### src/rtl/sd_block_reader.sv
// sd_block_reader: turns a block request (LBA) into an SD SPI controller read
// command. It packs the 512 returned bytes big-endian into 32-bit words in a
// local buffer and streams them out over valid/ready while collection runs.
// Optional feature macro: SDREAD_CHECKSUM_EN adds CHECKSUM[15:0], the mod-2^16
// sum of all block bytes.
`timescale 1ns/1ps

module sd_block_reader #(
  parameter bit          BYTE_ADDR      = 1'b1,
  parameter int unsigned TIMEOUT_CYCLES = 2000000,
  parameter int unsigned BLOCK_BYTES    = 512
) (
  input  logic        CLK,
  input  logic        RST,
  input  logic        START,
  input  logic [31:0] LBA,
  output logic        BUSY,
  output logic        DONE,
  output logic        ERR,
  output logic        CTRL_READ,
  output logic [31:0] ADDRESS,
  input  logic        CONTROLLER_READY,
  input  logic        BYTE_READY,
  input  logic [7:0]  READBUFFER,
  output logic        WORD_VALID,
  input  logic        WORD_READY,
  output logic [31:0] WORD_DATA,
  output logic        WORD_LAST
`ifdef SDREAD_CHECKSUM_EN
  ,
  output logic [15:0] CHECKSUM
`endif
);

  localparam int unsigned WORDS = BLOCK_BYTES / 4;
  localparam int unsigned PTR_W = (WORDS > 1) ? $clog2(WORDS) : 1;
  localparam int unsigned CNT_W = $clog2(BLOCK_BYTES + 1);
  localparam int unsigned TMR_W = $clog2(TIMEOUT_CYCLES + 1);
  localparam logic [PTR_W-1:0] LAST_PTR = PTR_W'(WORDS - 1);
  localparam logic [CNT_W-1:0] LAST_CNT = CNT_W'(BLOCK_BYTES - 1);
  localparam logic [TMR_W-1:0] TMR_MAX  = TMR_W'(TIMEOUT_CYCLES - 1);

  typedef enum logic [1:0] {S_IDLE, S_REQ, S_COLLECT, S_DRAIN} state_t;

  state_t           r_state, w_state_nxt;
  logic             r_br_s1, r_br_s2, r_br_d;
  logic             r_cr_s1, r_cr_s2, r_cr_d;
  logic             r_ctrl_read, r_done, r_err, r_full;
  logic [31:0]      r_address;
  logic [TMR_W-1:0] r_timer;
  logic [CNT_W-1:0] r_byte_cnt;
  logic [23:0]      r_pack;     // first three bytes of the word in flight
  logic [PTR_W-1:0] r_wr_ptr, r_rd_ptr;
  logic [31:0]      r_mem [WORDS];
`ifdef SDREAD_CHECKSUM_EN
  logic [15:0]      r_checksum;
`endif

  logic w_byte_evt, w_cr_fall, w_accept, w_collect_evt, w_wr_en, w_last_byte;
  logic w_active, w_timeout, w_word_valid, w_xfer, w_last_xfer;

  assign w_byte_evt    = r_br_s2 & ~r_br_d;
  assign w_cr_fall     = r_cr_d & ~r_cr_s2;
  assign w_accept      = (r_state == S_REQ) && r_ctrl_read && w_cr_fall;
  assign w_collect_evt = (r_state == S_COLLECT) && w_byte_evt;
  assign w_wr_en       = w_collect_evt && (r_byte_cnt[1:0] == 2'b11);
  assign w_last_byte   = w_collect_evt && (r_byte_cnt == LAST_CNT);
  assign w_active      = (r_state == S_REQ) || (r_state == S_COLLECT);
  // Progress seen on the expiry cycle (accept or byte) wins over the timeout.
  assign w_timeout     = w_active && (r_timer == TMR_MAX) && !w_accept && !w_collect_evt;
  // The full flag disambiguates rd_ptr == wr_ptr once all words are written.
  assign w_word_valid  = ((r_state == S_COLLECT) || (r_state == S_DRAIN)) &&
                         ((r_rd_ptr != r_wr_ptr) || r_full);
  assign w_xfer        = w_word_valid && WORD_READY;
  assign w_last_xfer   = (r_state == S_DRAIN) && w_xfer && (r_rd_ptr == LAST_PTR);

  // Two-flop synchronisers plus one delay stage for edge detection.
  // NOTE: sequential state uses non-blocking (<=) so every flop samples pre-edge values.
  always_ff @(posedge CLK or negedge RST) begin
    if (!RST) begin
      {r_br_s1, r_br_s2, r_br_d} <= '0;
      {r_cr_s1, r_cr_s2, r_cr_d} <= '0;
    end else begin
      {r_br_s1, r_br_s2, r_br_d} <= {BYTE_READY, r_br_s1, r_br_s2};
      {r_cr_s1, r_cr_s2, r_cr_d} <= {CONTROLLER_READY, r_cr_s1, r_cr_s2};
    end
  end

  // State register.
  always_ff @(posedge CLK or negedge RST) begin
    if (!RST) r_state <= S_IDLE;
    else      r_state <= w_state_nxt;
  end

  // Next-state decode.
  // NOTE: the default assignment first keeps this combinational block latch-free.
  always_comb begin
    w_state_nxt = r_state;
    unique case (r_state)
      S_IDLE:    if (START) w_state_nxt = S_REQ;
      S_REQ:     if (w_timeout) w_state_nxt = S_IDLE;
                 else if (w_accept) w_state_nxt = S_COLLECT;
      S_COLLECT: if (w_timeout) w_state_nxt = S_IDLE;
                 else if (w_last_byte) w_state_nxt = S_DRAIN;
      S_DRAIN:   if (w_last_xfer) w_state_nxt = S_IDLE;
      default:   w_state_nxt = S_IDLE;
    endcase
  end

  // Command handshake, timeout, byte packing and buffer pointers.
  always_ff @(posedge CLK or negedge RST) begin
    if (!RST) begin
      r_ctrl_read <= 1'b0;
      r_done      <= 1'b0;
      r_err       <= 1'b0;
      r_full      <= 1'b0;
      r_address   <= '0;
      r_timer     <= '0;
      r_byte_cnt  <= '0;
      r_pack      <= '0;
      r_wr_ptr    <= '0;
      r_rd_ptr    <= '0;
`ifdef SDREAD_CHECKSUM_EN
      r_checksum  <= '0;
`endif
    end else begin
      r_done <= w_last_xfer;
      if (r_state == S_IDLE) begin
        if (START) begin
          r_address  <= BYTE_ADDR ? {LBA[22:0], 9'd0} : LBA;
          r_err      <= 1'b0;
          r_timer    <= '0;
          r_byte_cnt <= '0;
          r_wr_ptr   <= '0;
          r_rd_ptr   <= '0;
          r_full     <= 1'b0;
`ifdef SDREAD_CHECKSUM_EN
          r_checksum <= '0;
`endif
        end
      end else if (w_timeout) begin
        // Abandon the block: nothing buffered is ever presented again.
        r_err       <= 1'b1;
        r_ctrl_read <= 1'b0;
        r_wr_ptr    <= '0;
        r_rd_ptr    <= '0;
        r_full      <= 1'b0;
        r_byte_cnt  <= '0;
      end else begin
        if (w_active) r_timer <= (w_collect_evt || w_accept) ? '0 : r_timer + TMR_W'(1);
        if (r_state == S_REQ) begin
          if (w_accept)     r_ctrl_read <= 1'b0;
          else if (r_cr_s2) r_ctrl_read <= 1'b1;
        end
        if (w_collect_evt) begin
          r_pack     <= {r_pack[15:0], READBUFFER};
          r_byte_cnt <= r_byte_cnt + CNT_W'(1);
`ifdef SDREAD_CHECKSUM_EN
          r_checksum <= r_checksum + {8'd0, READBUFFER};
`endif
        end
        if (w_wr_en) r_wr_ptr <= r_wr_ptr + PTR_W'(1);
        if (w_xfer)  r_rd_ptr <= r_rd_ptr + PTR_W'(1);
        if (w_xfer)
          r_full <= 1'b0;
        else if (w_wr_en && ((r_wr_ptr + PTR_W'(1)) == r_rd_ptr))
          r_full <= 1'b1;
        if (w_last_xfer) begin
          r_wr_ptr   <= '0;
          r_rd_ptr   <= '0;
          r_full     <= 1'b0;
          r_byte_cnt <= '0;
        end
      end
    end
  end

  // Word buffer write; each word completes on its fourth byte.
  // NOTE: the buffer has no reset; pointers and the full flag define what is valid.
  always_ff @(posedge CLK) begin
    if (w_wr_en) r_mem[r_wr_ptr] <= {r_pack, READBUFFER};
  end

  assign BUSY       = (r_state != S_IDLE);
  assign DONE       = r_done;
  assign ERR        = r_err;
  assign CTRL_READ  = r_ctrl_read;
  assign ADDRESS    = r_address;
  assign WORD_VALID = w_word_valid;
  assign WORD_DATA  = w_word_valid ? r_mem[r_rd_ptr] : 32'd0;
  assign WORD_LAST  = w_word_valid && (r_rd_ptr == LAST_PTR);
`ifdef SDREAD_CHECKSUM_EN
  assign CHECKSUM   = r_checksum;
`endif

endmodule

### config.mk
export PLATFORM = sky130hd
export DESIGN_NAME = sd_block_reader
export DESIGN_NICKNAME = d
export VERILOG_FILES = /design/src/rtl/sd_block_reader.sv
export SDC_FILE = /design/constraint.sdc
export NUM_CORES = 2
export LEC_CHECK = 0
export CORE_ASPECT_RATIO = 0.7
export CORE_MARGIN = 1.5
export CORE_UTILIZATION = 48
export CTS_CLUSTER_DIAMETER = 30
export DETAILED_ROUTE_END_ITERATION = 8
export HOLD_SLACK_MARGIN = 0.08
export MAX_ROUTING_LAYER = met4
export SYNTH_ARGS = -nofsm -noshare
export SYNTH_HDL_FRONTEND = slang
export SYNTH_SLANG_ARGS = --single-unit
### constraint.sdc
create_clock -name CLK -period 5.8 [get_ports CLK]
set_clock_uncertainty 0.15 [all_clocks]
set_input_delay 1.45 -clock CLK [delete_from_list [all_inputs] [get_ports CLK]]
set_output_delay 1.45 -clock CLK [all_outputs]
set_load 0.01 [all_outputs]
## Yosys cells after proc, flatten, opt, wreduce, memory -nomap -nowiden

Memory sizes are Yosys's and may differ from the RTL's.
Cells that the tools add are included.

| word-level totals | value |
|---|---|
| register bits after elaboration | 104 |
| memories | 1 |
| bits of input ports | 46 |
| word-level logic and storage cells | 123 |
| RAM bits | 4096 |

Memories:

| name | depth | bits a word | rd ports | clocked after memory_dff | wr ports | line | text |
|---|---|---|---|---|---|---|---|
| r_mem | 128 | 32 | 1 | 0 | 1 | 54 | `logic [31:0] r_mem [WORDS];` |

| operators by class | value |
|---|---|
| reduce and logical (&&, ||, !) cells | 40 |
| muxes and demuxes | 41 |
| add/sub/neg operators | 4 |
| bitwise gates (word level) | 6 |
| equality and inequality tests | 14 |

Operators with widths:

| cell | count |
|---|---|
| $mux W21 | 5 |
| $mux W7 | 9 |
| $mux W10 | 5 |
| $mux W32 | 1 |
| $add A21 B1 Y21 const B | 1 |
| $eq A21 B21 Y1 const B | 1 |
| $add A7 B1 Y7 const B | 2 |
| $logic_and A1 B1 Y1 | 14 |
| $mux W1 | 14 |
| $mux W2 | 6 |
| $reduce_and A2 Y1 | 6 |
| $reduce_bool A4 Y1 | 3 |
| $add A10 B1 Y10 const B | 1 |
| $eq A10 B9 Y1 const B | 1 |
| $reduce_and A3 Y1 | 3 |
| $pmux W2 S4 | 1 |
| $reduce_bool A2 Y1 | 4 |
| $eq A7 B7 Y1 | 1 |
| $eq A7 B7 Y1 const B | 1 |
| $ne A7 B7 Y1 | 1 |
| $eq A2 B2 Y1 const B | 3 |
| $ne A3 B3 Y1 const B | 2 |
| $reduce_bool A5 Y1 | 1 |
| $logic_or A1 B1 Y1 | 4 |
| other kinds (9) | 15 |

## Logic depth before layout (Yosys ltp)

| depth | value |
|---|---|
| word-level depth | 10 |
| depth in mapped cells | 10 |

## Worst setup path after synthesis

Ideal clock, no wire load.

| path | value |
|---|---|
| path type | register to register |
| start point | reg r_state[0] |
| end point | mem r_mem[111][0] (enable) |
| cell stages (with the launch flop) | 10 |
| setup time | 421 ps |
| setup slack | 1810 ps |
| required time | 5229 ps |
| arrival | 3419 ps |
| cells stage by stage | dfrtp_1 inv_1 ha_1 and3b_1 clkbuf_1 and2_1 clkbuf_1 nand4_1 clkbuf_1 nor2_1 |

| on the way | value |
|---|---|
| longest elaborated chain between the ends | 5 |

RTL lines:

| what | line | text |
|---|---|---|
| from (decl) | 45 | `state_t r_state, w_state_nxt;` |
| from (signal assigned) | 92 | `else r_state <= w_state_nxt;` |
| $eq A2 B2 Y1 | 65 | `assign w_collect_evt = (r_state == S_COLLECT) && w_byte_evt;` |
| $logic_and A1 B1 Y1 | 65 |  |
| $logic_and A1 B1 Y1 | 66 | `assign w_wr_en = w_collect_evt && (r_byte_cnt[1:0] == 2'b11);` |
| $mux W1 | 181 | `if (w_wr_en) r_mem[r_wr_ptr] <= {r_pack, READBUFFER};` |
| $mux W1 (not written as such) | 181 |  |
| to (decl) | 54 |  |

No other way between the ends.

## Final worst setup path

| path | value |
|---|---|
| start point | reg r_rd_ptr[0] |
| end point | out WORD_DATA[26] |

| on the way | value |
|---|---|
| longest elaborated chain between the ends | 4 |

RTL lines:

| what | line | text |
|---|---|---|
| from (decl) | 53 | `logic [PTR_W-1:0] r_wr_ptr, r_rd_ptr;` |
| from (signal assigned) | 163 | `if (w_xfer) r_rd_ptr <= r_rd_ptr + PTR_W'(1);` |
| parallel branches: the longest is 3 deep, another holds $mem_v2 Z128 W32 | - |  |
| $mux W32 (*) | 190 | `assign WORD_DATA = w_word_valid ? r_mem[r_rd_ptr] : 32'd0;` |
| to (decl) | 27 | `output logic [31:0] WORD_DATA,` |

Every way passes the cells marked *.

==> metrics.md <==
| Metric | Value |
|---|---|
| Worst-path cell chain | `buf_12, buf_16, buf_12, buf_8, mux4_2, mux2i_4, o22ai_2, nor4_1, buf_4, o22ai_2, clkdlybuf4s15_2` |
| Drt wl/cell | `35.0 um` |
| Xor and xnor fraction of the mapped netlist area | `0.170%` |
| Clock Power Share | `around 38%` |
| CTS tree | `done` |
| GRT Overall Usage | `between 20% and 30%` |
| Post-synthesis sequential area ratio | `around 79%` |
| CP top delay family | `buffers and inverters` |
| Detailed Route Iter0 Violations | `around 12000` |
| Post-DP Area | `170000 um2` |
| Clock root buffer | `clkbuf_16` |
| Die Span X | `approximately 690 um` |
| Yosys reg bits | `4200` |
| Final Hold Fails | `0` |
| Post-synthesis simple-gate area fraction | `roughly 1.2%` |
| Crit path max fanout | `17` |
| Area contributors post-synth | `edfxtp_1 (77%), mux4_2 (14%), dfrtp_1 (1.6%)` |
| IO buf count | `between 90 and 100` |
| NetSw | `roughly 28000 uW` |
| Vias | `between 80000 and 90000` |
| CP max stage cell | `mux4_2` |
| Post-layout util | `58.8%` |
| MaxCap Viol Count | `0` |
| Fin cells | `~13000` |
| Hold Buf Count CTS | `0` |
| Worst-skew pair later-pin latency | `approximately 0.95 ns` |
| Core ar. | `between 300000 and 400000 um2` |
| Vias in the first global route | `roughly 80000` |
| Final slew viol count | `0` |
| Total CTS buffers | `approximately 600` |
| Compound-cell area share of the yosys netlist | `~2.5%` |
| Synthesized cell area | `160000 um2` |
| Async SR Flop Fraction | `around 2.5%` |
| Pint | `a little under 70000 uW` |
| Final wirelength | `approximately 450000 um` |
| CTS HTree Levels | `6` |
| CP bufs+invs | `6` |
| Measured slew at the worst slew-check pin | `between 1 and 1.5 ns` |
| # rows | `between 150 and 200` |
| First-pass GRT wire length | `622000 um` |
| HPWL after detailed placement | `257000 um` |
| DRC Markers | `0` |
| GRT Residual Overflow | `0` |
| Initial antenna violation count | `19` |
| Deepest clock path buffer count | `4` |
| Avg Inst Size Synth | `roughly 23 um2` |
| Nets@finish | `~8000` |
| Area leader, netlist | `edfxtp_1` |
| Power per cell area | `around 500 nW/um2` |
| Pin count of the biggest net entering global routing | `90` |
| Fraction of layout cells with a size suffix above 1 | `a little under two fifths` |
| Max_slew headroom | `around a tenth` |
| Setup TNS | `0 ns` |
| Drt first pass iters | `5` |
| Fillcell total | `around 23000` |
| Dpl cells | `~12000` |
| Combinational power share | `a little under a quarter` |
| Sw frac | `around 29%` |
| Initial Utilization | `between 40% and 50%` |
| Vias/cell | `between 6 and 7` |
| Number of distinct library cells after synthesis | `between 60 and 70` |
| Die area | `~340000 um2` |
| CTS clock-pin slew for the worst setup and hold paths | `0.05 ns` |
| WP data required | `~4.2 ns` |
| Post-synthesis adder-cell area fraction | `less than 1%` |
| Mux contribution to synthesized area | `16.4%` |
| Post-synth EDFFs | `about 4100` |
| Antenna Nets Post-Route | `0` |
| Finished Cell Area | `just under 200000 um2` |
| Critical path class | `reg -> out` |
| Most frequent cell after synthesis | `edfxtp_1` |
| Die Ht | `around 490 um` |
| Area occupied by multi-input gates | `roughly 36000 um2` |
| Reg power frac | `between 30% and 40%` |
| Fmax | `173 MHz` |
| Placer Congestion | `0.894` |
| Post-synth top cells | `edfxtp_1 (4096), mux4_2 (1024), mux2i_1 (259), a22oi_1 (256), clkbuf_1 (207)` |
| Unrepaired setup endpoints after global routing | `yes` |
| Worst hold slack | `approximately 0.20 ns` |
| Status | `finished clean` |
| Final Cycle Share | `between 90% and 100%` |
| Min-delay worst type | `reg -> reg` |
| Endpoints failing setup | `0` |
| # IOs | `116` |
| Storage cell area | `126000 um2` |
| CP Launch Type | `flop` |
| WP data arrival | `around 4.2 ns` |
| Synth-to-Final Area Change | `22.0%` |
| Leak | `between 0.06 and 0.07 uW` |
| Post-synthesis cell count | `approximately 7000` |
| Critical Path Max Stage Delay | `about 0.58 ns` |
| Main synth FF type | `edfxtp_1` |
| Main combinational cell family by area after synthesis | `multiplexers` |
| Total clock sinks | `4200` |
| Post-synth top area share | `76.9%` |
| Max IR drop VDD | `~0.40 mV` |
| CP Capture Type | `output port` |
| Ys Warns | `0` |
| Tmin final | `just under 6 ns` |
cell families (layout without fill, tap and decap cells):
group                    Yosys count  after routing
flip-flops                      4200           4200
buffers and inverters            409           1854
AO/OA/AOI/OAI                    618            618
adder cells (fa/ha/maj)            9              9
multiplexers                    1331           1331
other                              1             24
XOR/XNOR                          31             31
AND/OR/NAND/NOR                  395            395
state kept, by name, indices dropped and copies added, names as in the netlist:
signal      count
ADDRESS        23
CTRL_READ       1
DONE            1
ERR             1
r_br_d          1
r_br_s1         1
r_br_s2         1
r_byte_cnt     10
r_cr_d          1
r_cr_s1         1
r_cr_s2         1
r_full          1
r_mem        4096
r_pack         24
r_rd_ptr        7
r_state         2
r_timer        21
r_wr_ptr        7
cell type report:
type / count / share of cell area, %
flip-flops and latches: 4200 / 64.5
clock inverters: 430 / 2.41
repair buffers: 744 / 3.94
inverters: 9 / 0.0173
well taps: 4385 / 2.81
clock buffers: 671 / 8.08
multi-input cells: 2393 / 18.3
diodes: 15 / 0.0192
layer usage:
metal / wire length [um] / GRT usage [%] / up-vias
met3: 57600 / 8.35 / 660
met4: 12300 / 7.19 / 0
met5: 0 / - / -
li1: - / - / 32246
met2: 190000 / 36.3 / 4605
met1: 191000 / 41.0 / 43936
metrics by stage:
step           power (uW)  worst slack (ns)
6_report            96900           0.00781
5_1_grt             99700            -0.120
4_1_cts             96300            -0.276
3_5_place_dp        57400           -0.0492
3_3_place_gp        57100           -0.0975
2_1_floorplan       49600              1.81
what timing repair did:
action / 4_1_cts / 5_1_grt
gates resized for setup: 426 / 164
pin swaps: 20 / 44
endpoints found under the setup margin: 33 / 32
cloned: 26 / 6
hold endpoints to repair: 0 / 0
setup buffers: 36 / 73
cells in the final DEF, fill, tap and decap left out, drive strengths merged, types with 91 or more instances in the layout:
master  netlist  layout
dfrtp       104     104
mux2i       259     259
o22ai       162     162
mux4       1024    1024
edfxtp     4096    4096
clkbuf      207     684
inv           8      91
buf         193     664
a21oi       140     140
nor2        161     161
a22oi       256     256
clkinv        1     208
power by group through the flow:
stage / clock network, uW / logic [uW] / registers (uW)
floorplan: 0 / 11300 / 38300
global placement: 0 / 18500 / 38600
detailed placement: 0 / 18700 / 38700
CTS: 37200 / 21000 / 38100
global route: 38500 / 23000 / 38200
finish: 36800 / 21900 / 38200
worst paths after layout:
path / startpoint / end / slack (ns) / depth (start not counted)
worst max-delay path: r_rd_ptr[0] / WORD_DATA[26] / 0.008 / 11
worst min-delay path: r_br_s1 / r_br_s2 / 0.20 / 0
worst max register to register: r_state[0] / r_mem[66][5] / 1.17 / 9
worst min register to register: r_br_s1 / r_br_s2 / 0.20 / 0
max in group asynchronous: RST / r_pack[12] / 3.90 / 2
min in group asynchronous: RST / r_timer[13] / 0.51 / 1
Power figures use the tool's default switching activity.
